--- config.mk ---
export PLATFORM = sky130hd
export DESIGN_NAME = mem_stage
export DESIGN_NICKNAME = d
export VERILOG_FILES = /design/src/rtl/mem_stage.sv
export SDC_FILE = /design/constraint.sdc
export NUM_CORES = 1
export LEC_CHECK = 0
export BUFFER_PORTS_ARGS = -buffer_cell sky130_fd_sc_hd__buf_2
export CAP_MARGIN = 40
export CORE_MARGIN = 5
export CORE_UTILIZATION = 53
export CTS_CLUSTER_DIAMETER = 80
export DETAILED_ROUTE_END_ITERATION = 7
export GPL_TIMING_DRIVEN = 0
export PLACE_DENSITY = 0.82
export SYNTH_ARGS = -nofsm -noshare
export SYNTH_HDL_FRONTEND = slang
export SYNTH_SLANG_ARGS = --single-unit
--- constraint.sdc ---
create_clock -name clk -period 2.81 [get_ports clk]
set_input_delay 0.1405 -clock clk [delete_from_list [all_inputs] [get_ports clk]]
set_output_delay 0.1405 -clock clk [all_outputs]
set_load 0.01 [all_outputs]
--- src/rtl/mem_stage.sv ---
// Memory stage: EX/MEM register, handshaked data-memory access with timeout,
// load/store lane formatting and the MEM/WB register. Buses use big-endian [0:31] numbering.
module mem_stage #(
  parameter int TIMEOUT_CYCLES = 255,
  parameter int CNT_W          = 8
) (
  input  logic        clk,
  input  logic        reset,
  input  logic        valid_in,
  input  logic        flush_in,
  input  logic [0:31] aluResult_in,
  input  logic [0:31] storeData_in,
  input  logic [0:31] leapAddr_in,
  input  logic [0:31] nextPC_in,
  input  logic [4:0]  destReg_in,
  input  logic        leap_in,
  input  logic        PCtoReg_in,
  input  logic        RegToPC_in,
  input  logic        RegWrite_in,
  input  logic        MemToReg_in,
  input  logic        MemWrite_in,
  input  logic        loadSign_in,
  input  logic [1:0]  DSize_in,
  output logic [0:31] dmem_addr,
  output logic [0:31] dmem_wdata,
  output logic [0:3]  dmem_be,
  output logic        dmem_req,
  output logic        dmem_we,
  input  logic [0:31] dmem_rdata,
  input  logic        dmem_ready,
  output logic        stall_out,
  output logic        leap_out,
  output logic [0:31] leapAddr_out,
  output logic        valid_out,
  output logic        RegWrite_out,
  output logic        MemToReg_out,
  output logic        PCtoReg_out,
  output logic [0:31] aluResult_out,
  output logic [0:31] memData_out,
  output logic [0:31] nextPC_out,
  output logic [4:0]  destReg_out,
  output logic        align_err_out,
  output logic        bus_err_out
);

  typedef enum logic {IDLE, WAIT} memState_t;

  function automatic logic isAligned(input logic [0:1] lane, input logic [1:0] size);
    case (size)
      2'b01:   isAligned = ~lane[1];
      2'b10:   isAligned = 1'b1;
      default: isAligned = (lane == 2'b00);
    endcase
  endfunction

  // Returns {wdata, be}; lane 0 is the most significant byte.
  function automatic logic [0:35] storeFormat(input logic [0:31] data, input logic [0:1] lane,
                                              input logic [1:0] size);
    case (size)
      2'b01:   storeFormat = {{2{data[16:31]}}, (lane[0] ? 4'b0011 : 4'b1100)};
      2'b10:   storeFormat = {{4{data[24:31]}}, (4'b1000 >> lane)};
      default: storeFormat = {data, 4'b1111};
    endcase
  endfunction

  function automatic logic [0:31] loadFormat(input logic [0:31] rdata, input logic [0:1] lane,
                                             input logic [1:0] size, input logic sgn);
    logic [0:7]  b;
    logic [0:15] h;
    case (lane)
      2'd0:    b = rdata[0:7];
      2'd1:    b = rdata[8:15];
      2'd2:    b = rdata[16:23];
      default: b = rdata[24:31];
    endcase
    h = lane[0] ? rdata[16:31] : rdata[0:15];
    case (size)
      2'b01:   loadFormat = {{16{sgn & h[0]}}, h};
      2'b10:   loadFormat = {{24{sgn & b[0]}}, b};
      default: loadFormat = rdata;
    endcase
  endfunction

  memState_t        state, stateNext;
  logic [CNT_W-1:0] waitCnt, waitCntNext;

  logic        vld_p0;
  logic [0:31] aluResult_p0, storeData_p0, leapAddr_p0, nextPC_p0;
  logic [4:0]  destReg_p0;
  logic        leap_p0, pcToReg_p0, regWrite_p0, memToReg_p0, memWrite_p0, loadSign_p0;
  logic [1:0]  dSize_p0;

  logic        memOp, misalign, timeout, accessOk, done, inMemOp;
  logic [0:35] stFmt;
  logic        unusedSink;

  // Jump-register targets arrive already resolved in leapAddr_in.
  assign unusedSink = RegToPC_in;

  assign memOp     = vld_p0 & (memToReg_p0 | memWrite_p0);
  assign misalign  = memOp & ~isAligned(aluResult_p0[30:31], dSize_p0);
  assign timeout   = (state == WAIT) & ~dmem_ready & (waitCnt == CNT_W'(TIMEOUT_CYCLES - 1));
  assign accessOk  = (state == WAIT) & dmem_ready;
  assign stall_out = (state == WAIT) & ~dmem_ready & ~timeout;
  assign done      = vld_p0 & ~stall_out;
  assign inMemOp   = valid_in & ~flush_in & (MemToReg_in | MemWrite_in)
                   & isAligned(aluResult_in[30:31], DSize_in);

  always_comb begin
    stateNext   = state;
    waitCntNext = '0;
    if (stall_out) waitCntNext = waitCnt + CNT_W'(1);
    else           stateNext   = inMemOp ? WAIT : IDLE;
  end

  always_ff @(posedge clk) begin
    if (!reset) begin
      state   <= IDLE;
      waitCnt <= '0;
    end else begin
      state   <= stateNext;
      waitCnt <= waitCntNext;
    end
  end

  // EX/MEM boundary (p0)
  always_ff @(posedge clk) begin
    if (!reset) begin
      vld_p0       <= 1'b0;
      aluResult_p0 <= '0;
      storeData_p0 <= '0;
      leapAddr_p0  <= '0;
      nextPC_p0    <= '0;
      destReg_p0   <= '0;
      leap_p0      <= 1'b0;
      pcToReg_p0   <= 1'b0;
      regWrite_p0  <= 1'b0;
      memToReg_p0  <= 1'b0;
      memWrite_p0  <= 1'b0;
      loadSign_p0  <= 1'b0;
      dSize_p0     <= '0;
    end else if (!stall_out) begin
      vld_p0       <= valid_in & ~flush_in;
      aluResult_p0 <= aluResult_in;
      storeData_p0 <= storeData_in;
      leapAddr_p0  <= leapAddr_in;
      nextPC_p0    <= nextPC_in;
      destReg_p0   <= destReg_in;
      leap_p0      <= leap_in;
      pcToReg_p0   <= PCtoReg_in;
      regWrite_p0  <= RegWrite_in;
      memToReg_p0  <= MemToReg_in;
      memWrite_p0  <= MemWrite_in;
      loadSign_p0  <= loadSign_in;
      dSize_p0     <= DSize_in;
    end
  end

  assign stFmt        = storeFormat(storeData_p0, aluResult_p0[30:31], dSize_p0);
  assign dmem_req     = (state == WAIT);
  assign dmem_we      = dmem_req & memWrite_p0;
  assign dmem_addr    = {aluResult_p0[0:29], 2'b00};
  assign dmem_wdata   = stFmt[0:31];
  assign dmem_be      = dmem_req ? stFmt[32:35] : 4'b0000;
  assign leap_out     = leap_p0 & vld_p0;
  assign leapAddr_out = leapAddr_p0;

  // MEM/WB boundary (p1): error completions never write the register file
  always_ff @(posedge clk) begin
    if (!reset) begin
      valid_out     <= 1'b0;
      RegWrite_out  <= 1'b0;
      MemToReg_out  <= 1'b0;
      PCtoReg_out   <= 1'b0;
      aluResult_out <= '0;
      memData_out   <= '0;
      nextPC_out    <= '0;
      destReg_out   <= '0;
      align_err_out <= 1'b0;
      bus_err_out   <= 1'b0;
    end else begin
      valid_out     <= done;
      RegWrite_out  <= done & regWrite_p0 & ~misalign & ~timeout;
      align_err_out <= done & misalign;
      bus_err_out   <= timeout;
      if (done) begin
        MemToReg_out  <= memToReg_p0;
        PCtoReg_out   <= pcToReg_p0;
        aluResult_out <= aluResult_p0;
        nextPC_out    <= nextPC_p0;
        destReg_out   <= destReg_p0;
        memData_out   <= (accessOk & memToReg_p0)
                       ? loadFormat(dmem_rdata, aluResult_p0[30:31], dSize_p0, loadSign_p0)
                       : '0;
      end
    end
  end

endmodule

# Word level (Yosys, flattened, before mapping)
# Cells that the tools add are included.
# op_classes
add_sub_neg	1
mux	12
n_eq_ne	7
shifts	1
n_bitwise	29
n_reduce_logical	3
# ops
op	n
case mux 36 bit (2 select lines)	1
case mux 32 bit (2 select lines)	1
2-to-1 mux 32 bit	1
case mux 8 bit (3 select lines)	1
bitwise AND 1 bit	19
2-to-1 mux 16 bit	1
2-to-1 mux 8 bit	2
adder 8 x 1 -> 8 bit (second input constant)	1
== test 8 bit (second input constant)	1
2-to-1 mux 4 bit	2
inverter 1 bit	8
== test 2 x 1 -> 1 bit (second input constant)	3
== test 2 bit (second input constant)	3
zero test 2 bit	2
case mux 1 bit (2 select lines)	2
>> shifter 4 x 2 -> 4 bit (first input constant)	1
bitwise OR 1 bit	2
AND reduction 2 bit	1
2-to-1 mux 1 bit	1
# totals
regBits	258
in_bits	179
elab_cells	78

# Longest topological paths before layout
# Gate-level depths: netlist (run 1).
# depth
depth_word	12
mapped_depth	9
depth_no_buf	7

# Worst setup path after synthesis (run 1)
# Ideal clock, no wire load.
# synth_path
kind	register to output
start	register dSize_p0[0]
end	output port dmem_wdata[16] (netlist bit)
arrival_ns	1.581
path_buffers	2
slack_ns	1.088
path_stages_with_launch	7
cell_sequence	dfxtp_1 > inv_1 > ha_1 > buf_1 > or2_2 > clkbuf_1 > a22o_1
# synth_between
elab_chain_cells	2
word_cells_on_any_way	3
# synth_rtl
element	line_no	rtl
from (decl)	91	logic [1:0] dSize_p0;
from (signal assigned)	155	dSize_p0 <= DSize_in;
== test 2 bit / == test 2 x 1 -> 1 bit (equally long branches)	59	case (size)
case mux 36 bit (2 select lines) *	59	
to (decl)	25	output logic [0:31] dmem_wdata,
# Mark *: on every way between the ends. The rest lies on a longest branch, timed or not.

# Worst setup path after layout (run 1)
# layout_path
start	register dSize_p0[0]
end	output port dmem_wdata[23] (netlist bit)
# The elaborated chain is that of the path after synthesis.

==> results_dict.tcl, run 1 <==
set metrics [dict create \
    outcome "completed" \
    worst-endpoint-arrival_ns 2.45 \
    design_area_um2 15350 \
    grt_max_degree 15 \
    fp.dieArea_um2 22690 \
    post_synth_instance_area_um2 10480 \
    cts_root_buf "sky130_fd_sc_hd__clkbuf_16" \
    synth-seq-area-share_pct 49.27 \
    global_route_wire_length_before_repair_um 61560 \
    post_cts_buffers 0 \
    timing_worst_setup_path_type "flip-flop to output port" \
    cp.required_ns 2.67 \
    global_placement_routability_congestion 0.8858 \
    clockBufferDepth 3 \
    maxcap_viol_count 0 \
    hold_violations 0 \
    relSlewSlack_pct 53.67 \
    synth-async-reset-ratio_pct 0 \
    power-per-cell-area_nw_per_um2 553.6 \
    nNetsFinal 2021 \
    share_of_the_synthesized_netlist_area_taken_by_xor_and_xnor_gates_pct 0.5013 \
    layout_common_cells "sky130_fd_sc_hd__nand2_1, sky130_fd_sc_hd__buf_2, sky130_fd_sc_hd__dfxtp_1" \
    htreeDepth 1 \
    dpl-instance-area_um2 12750 \
    clock_skew_ns 0.01043 \
    grtUsageTotal_pct 33.86 \
    first_pass_iters 5 \
    first_global_vias 11990 \
    clk_pin_slew_worst_paths_ns 0.06 \
    fin_total_pwr_w 0.008495 \
    p_leak_nw 7.173 \
    yosys.cell_types.count 47 \
    synth_edf_count 0 \
    synthesis.area_per_instance_um2 8.414 \
    initial_core_util_pct 53.87 \
    post_cts_resize_count 0 \
    ys_seq_elements 258 \
    peakVddDrop_uv 553.9 \
    ys.warnings.count 0 \
    period_needed_ns 2.593 \
    rsz0062_at_grt "false" \
    synthMuxAreaShare_pct 7.769 \
    drive_gt1_share_pct 28.50 \
    clk_latency_ns 0.53 \
    finalHoldWorstSlack_ns 0.05794 \
    maxClockFrequency_mhz 385.6 \
    overflow 0 \
    cp-end-kind "output port" \
    die_w_um 150.6 \
    viasPerCell 5.506 \
    area_growth_syn_to_layout_pct 46.38 \
    num_rows 51 \
    ff2ff_setup_slack_ns 0.53 \
    synthCells 1246 \
    wl_per_cell_um 18.95 \
    yosys_most_used_dff "sky130_fd_sc_hd__dfxtp_1" \
    clkSinkCount 258 \
    filler_cell_count 1217 \
    worstHoldPathType "input port to flip-flop" \
    post-route-drc-count 0 \
    synth_fa_ha_area_share_pct 0.7161 \
    synth-compound-area-share_pct 14.92 \
    num_io_pins 390 \
    coreArea_um2 19460 \
    dominant_combinational_cell_family_by_area_after_synthesis "simple AND/OR/NAND/NOR gates" \
    final_util_pct 78.85 \
    setup-tns-final_ns 0 \
    worst_setup_sp_type "flip-flop" \
    largest_fanout_on_the_critical_path 14 \
    commonest_non_fill_non_tap_cell_in_the_layout "sky130_fd_sc_hd__nand2_1" \
    grt_antenna_before_repair 2 \
    synth_simple_gate_area_share_pct 18.94 \
    drt_iter0_drc 840 \
    place.port_buffers 386 \
    report.final.slew_viol_count 0 \
    routed-via-count 11660 \
    place_hpwl_um 24550 \
    cts_made_buffers 28 \
    finalSetupViolCount 0 \
    die_height_um 150.6 \
    postRouteAntennaNets 0 \
    drt-total-wl_um 40110 \
    timing_worst_slew_pin_value_ns 0.6950 \
    tritoncts "built" \
    finalCritPeriodShare_pct 92.29 \
]
registers in the layout, summed over array words and instances (netlist names), 2 cells and up:
register       count
aluResult_out     32
aluResult_p0      32
dSize_p0           2
destReg_out        5
destReg_p0         5
leapAddr_out      32
memData_out       32
nextPC_out        32
nextPC_p0         32
storeData_p0      32
waitCnt            8
metal layers:
metal  global-route usage (%)  vias to the layer above  part of all wire, %
li1                         -                     5280                    -
met5                        0                        -                    0
met4                    18.13                        0                  5.8
met3                    8.128                      200                  9.4
met2                    58.94                      766                   49
met1                    38.29                     5410                   36
area by class of cell:
type                            count  area (um^2)  area share [%]
Buffer                            133        782.0           5.096
Clock buffer                       38        799.5           5.210
Inverter                           10        37.54          0.2446
Timing Repair Buffer              560         3674           23.94
Antenna cell                        3        7.507         0.04892
Clock inverter                      5        50.05          0.3261
Sequential cell                   258         5165           33.66
Tap cell                          265        331.6           2.161
Multi-Input combinational cell    845         4499           29.32
repair_timing:
action                                 CTS  global route
endpoints found under the hold margin  175             0
hold buffers                           174             0
setup endpoints to repair                1             0
worst paths after layout:
check	from	end	depth (start not counted)
setup / recovery	dSize_p0[0]	dmem_wdata[23]	6
hold / removal	valid_in	vld_p0	4
setup reg to reg	dSize_p0[0]	memData_out[7]	7
hold reg to reg	leapAddr_out[3]	leapAddr_out[3]	2
synthesized netlist by cell type (3+ instances only):
cell type                   number  share of area (%)
sky130_fd_sc_hd__nand2_1       450                 16
sky130_fd_sc_hd__dfxtp_1       258                 49
sky130_fd_sc_hd__a21oi_1       146                7.0
sky130_fd_sc_hd__mux2i_1        69                6.6
sky130_fd_sc_hd__clkbuf_1       49                1.8
sky130_fd_sc_hd__buf_4          47                3.4
sky130_fd_sc_hd__o21ai_0        29                1.4
sky130_fd_sc_hd__buf_2          25                1.2
sky130_fd_sc_hd__a221o_1        24                2.3
sky130_fd_sc_hd__nor2_1         19               0.68
sky130_fd_sc_hd__a21boi_0       10               0.72
sky130_fd_sc_hd__buf_6          10                1.1
sky130_fd_sc_hd__mux2_2          9               0.97
sky130_fd_sc_hd__a22o_1          8               0.67
sky130_fd_sc_hd__a22oi_1         8               0.57
sky130_fd_sc_hd__o2bb2ai_1       8               0.67
sky130_fd_sc_hd__a32oi_1         7               0.58
sky130_fd_sc_hd__inv_1           7               0.25
sky130_fd_sc_hd__nor2b_1         7               0.42
sky130_fd_sc_hd__ha_1            6               0.72
sky130_fd_sc_hd__and2_1          5               0.30
sky130_fd_sc_hd__nand3_1         5               0.24
sky130_fd_sc_hd__and3_1          3               0.18
sky130_fd_sc_hd__buf_1           3               0.11
sky130_fd_sc_hd__nand2b_1        3               0.18
sky130_fd_sc_hd__nand4_1         3               0.18
sky130_fd_sc_hd__xnor2_1         3               0.25
sky130_fd_sc_hd__xor2_1          3               0.25
power by group:
part	leakage, nW	internal (W)	switching [W]
Sequential	2.12	0.00380	0.0000969
Clock	0.422	0.00205	0.00145
Combinational	4.63	0.000535	0.000562
kinds of logic (layout without fill, tap and decap cells):
group / after synthesis / in the layout
other cells: 1 / 5
mux: 79 / 79
simple gates: 503 / 503
fa+ha+maj: 6 / 6
xor+xnor: 6 / 6
flops: 258 / 258
buf+inv: 144 / 746
compound gates: 249 / 249
stage by stage:
stage / std cells / setup slack [ns]
2_1_floorplan: 1247 / 1.088
3_3_place_gp: 1898 / 0.6381
3_5_place_dp: 1898 / 0.5425
4_1_cts: 2114 / 0.2076
6_report: 2117 / 0.2165
5_1_grt: 2116 / 0.06421
critical path, cell delays in order (launching register included):
cell and delay [ns]:
sky130_fd_sc_hd__dfxtp_1 0.40, sky130_fd_sc_hd__inv_1 0.07, sky130_fd_sc_hd__ha_1 0.59, sky130_fd_sc_hd__or2_2 0.19, sky130_fd_sc_hd__clkbuf_1 0.32, sky130_fd_sc_hd__a22o_1 0.22
sky130_fd_sc_hd__buf_2 0.14
(Power assumes the default switching activity.)
==> run 2: changes to the inputs <==
Settings changed: BUFFER_PORTS_ARGS -buffer_cell sky130_fd_sc_hd__buf_2 to unset, CORE_AREA set to 5 5 149 151, CORE_MARGIN 5 to unset, CORE_UTILIZATION 53 to unset, DIE_AREA set to 0 0 154 156, DONT_BUFFER_PORTS set to 1, PLACE_DENSITY 0.82 to 0.63.
==> results_dict.tcl, run 2 (synthesis results as in run 1) <==
set metrics [dict create \
    outcome "completed" \
    die_w_um 154 \
    cts_root_buf "sky130_fd_sc_hd__clkbuf_16" \
    viasPerCell 5.367 \
    groute.layer.met3.usage_pct 7.712 \
    startpoint "dSize_p0[0]" \
    report.final.slew_viol_count 0 \
    p_leak_nw 5.393 \
    preCtsSetupSlack_ns 0.6929 \
    wl_per_cell_um 19.35 \
    finalSetupViolCount 0 \
    postRouteAntennaNets 0 \
    worst-endpoint-arrival_ns 2.97 \
    global_route_wire_length_before_repair_um 51970 \
    reg2reg_from "dSize_p0[0]" \
    area_growth_syn_to_layout_pct 28.19 \
    tritoncts "built" \
    place_hpwl_um 23520 \
    layout_common_cells "sky130_fd_sc_hd__nand2_1, sky130_fd_sc_hd__dfxtp_1, sky130_fd_sc_hd__dlygate4sd3_1" \
    grtUsageTotal_pct 26.36 \
    timing_worst_setup_path_type "flip-flop to flip-flop" \
    gr-max-usage-layer "met2" \
    nNetsFinal 1636 \
    num_io_pins 390 \
    cts_made_buffers 26 \
    peakVddDrop_uv 538.0 \
    worst_setup_sp_type "flip-flop" \
    die_height_um 156 \
    grt_max_degree 14 \
    first_pass_iters 5 \
    rsz0062_at_grt "false" \
    relSlewSlack_pct 58.38 \
    overflow 0 \
    rr_worst_depth 9 \
    fp.dieArea_um2 24020 \
    post-route-drc-count 0 \
    initial_core_util_pct 50.67 \
    timing_worst_slew_pin_value_ns 0.6243 \
    clkSinkCount 258 \
    drt-total-wl_um 33790 \
    worstHoldPathType "input port to flip-flop" \
    cp.required_ns 3.22 \
    num_rows 53 \
    hold_start "dmem_rdata[3]" \
    coreArea_um2 20690 \
    drive_gt1_share_pct 9.660 \
    finalCritPeriodShare_pct 91.13 \
    maxcap_viol_count 0 \
    clock_skew_ns 0.01273 \
    htreeDepth 1 \
    setup.worst_path.end "memData_out[31]" \
    power-per-cell-area_nw_per_um2 605.5 \
    maxClockFrequency_mhz 390.5 \
    clk_latency_ns 0.53 \
    grt_antenna_before_repair 2 \
    largest_fanout_on_the_critical_path 9 \
    timing.rr.end "memData_out[31]" \
    gr-usage-met1_pct 32.09 \
    cp-end-kind "flip-flop" \
    hold_violations 0 \
    clk_pin_slew_worst_paths_ns 0.06 \
    ff2ff_setup_slack_ns 0.25 \
    post_cts_buffers 0 \
    post_cts_resize_count 0 \
    fraction_of_met2_tracks_used_by_global_routing_pct 46.09 \
    period_needed_ns 2.561 \
    routed-via-count 9370 \
    drt_iter0_drc 517 \
    clockBufferDepth 3 \
    first_global_vias 9380 \
    commonest_non_fill_non_tap_cell_in_the_layout "sky130_fd_sc_hd__nand2_1" \
    setup-tns-final_ns 0 \
    fin_ws_ns 0.2493 \
    place.port_buffers 0 \
    global_placement_routability_congestion 0.8394 \
]
## run 2: changes by cell type in the layout (fill, tap and decap cells not counted)
| cell | previous run | this run |
|---|---|---|
| sky130_fd_sc_hd__clkbuf_16 | 29 | 26 |
| sky130_fd_sc_hd__clkinv_8 | 0 | 1 |
| sky130_fd_sc_hd__diode_2 | 3 | 1 |
| sky130_fd_sc_hd__clkinvlp_4 | 0 | 1 |
| sky130_fd_sc_hd__clkbuf_1 | 54 | 57 |
| sky130_fd_sc_hd__buf_2 | 411 | 25 |
| sky130_fd_sc_hd__clkbuf_8 | 4 | 6 |
| sky130_fd_sc_hd__dlygate4sd3_1 | 174 | 177 |
## run 2: final cells by class
| class | count | area, um^2 |
|---|---|---|
| clock buffer | 40 | 763.2 |
| buffer | 133 | 782.0 |
| multi-input combinational | 845 | 4499 |
| timing repair buffer | 177 | 1772 |
| fill | 1753 | 7251 |
| clock inverter | 7 | 73.82 |
| tap | 275 | 344.1 |
| antenna | 1 | 2.502 |
| inverter | 10 | 37.54 |
| sequential | 258 | 5165 |
## run 2: metal layers
layer  part of all wire, %  wire, um
met5                 0.021         7
met3                   8.4      2836
met4                   2.1       695
met1                    40     13550
met2                    49     16690
## run 2: worst max-delay path, cell delays in order (launching register included)
cell	delay, ns
sky130_fd_sc_hd__dfxtp_1	0.39
sky130_fd_sc_hd__inv_1	0.06
sky130_fd_sc_hd__ha_1	0.26
sky130_fd_sc_hd__a21o_1	0.19
sky130_fd_sc_hd__clkbuf_1	0.21
sky130_fd_sc_hd__a21oi_1	0.25
sky130_fd_sc_hd__nor2b_1	0.07
sky130_fd_sc_hd__buf_2	0.17
sky130_fd_sc_hd__a221o_1	0.29
sky130_fd_sc_hd__dlygate4sd3_1	0.56
## run 2: repair_timing
action,4_1_cts,5_1_grt
endpoints found under the hold margin,175,0
setup endpoints to repair,0,2
hold buffers,177,0
## run 2: stage by stage
step	cells	utilization (%)	hold WS (ns)	power, W	instance area, um^2
after CTS	1746	64.96	0.005337	0.008190	13440
after detailed placement	1522	52.35	0.2817	0.004600	10830
final	1746	64.96	0.02876	0.008137	13440
after global placement	1522	52.35	0.2796	0.004588	10830
after floorplan	1247	-	0.2784	0.004435	10490
after global routing	1746	64.96	0.02970	0.008446	13440
## run 2: report_power, final
| group | switching [W] | total, W | internal (W) |
|---|---|---|---|
| clock | 0.00144 | 0.00340 | 0.00196 |
| combinational | 0.000428 | 0.000811 | 0.000383 |
| sequential | 0.000130 | 0.00393 | 0.00380 |
| total | 0.00199 | 0.00814 | 0.00614 |
## run 2: worst min path at each step
stage,end,cells after the start
6_report,memData_out[19],3
5_1_grt,memData_out[16],3
4_1_cts,memData_out[16],3
3_5_place_dp,memData_out[26],1
3_3_place_gp,memData_out[1],1
2_1_floorplan,memData_out[25],1
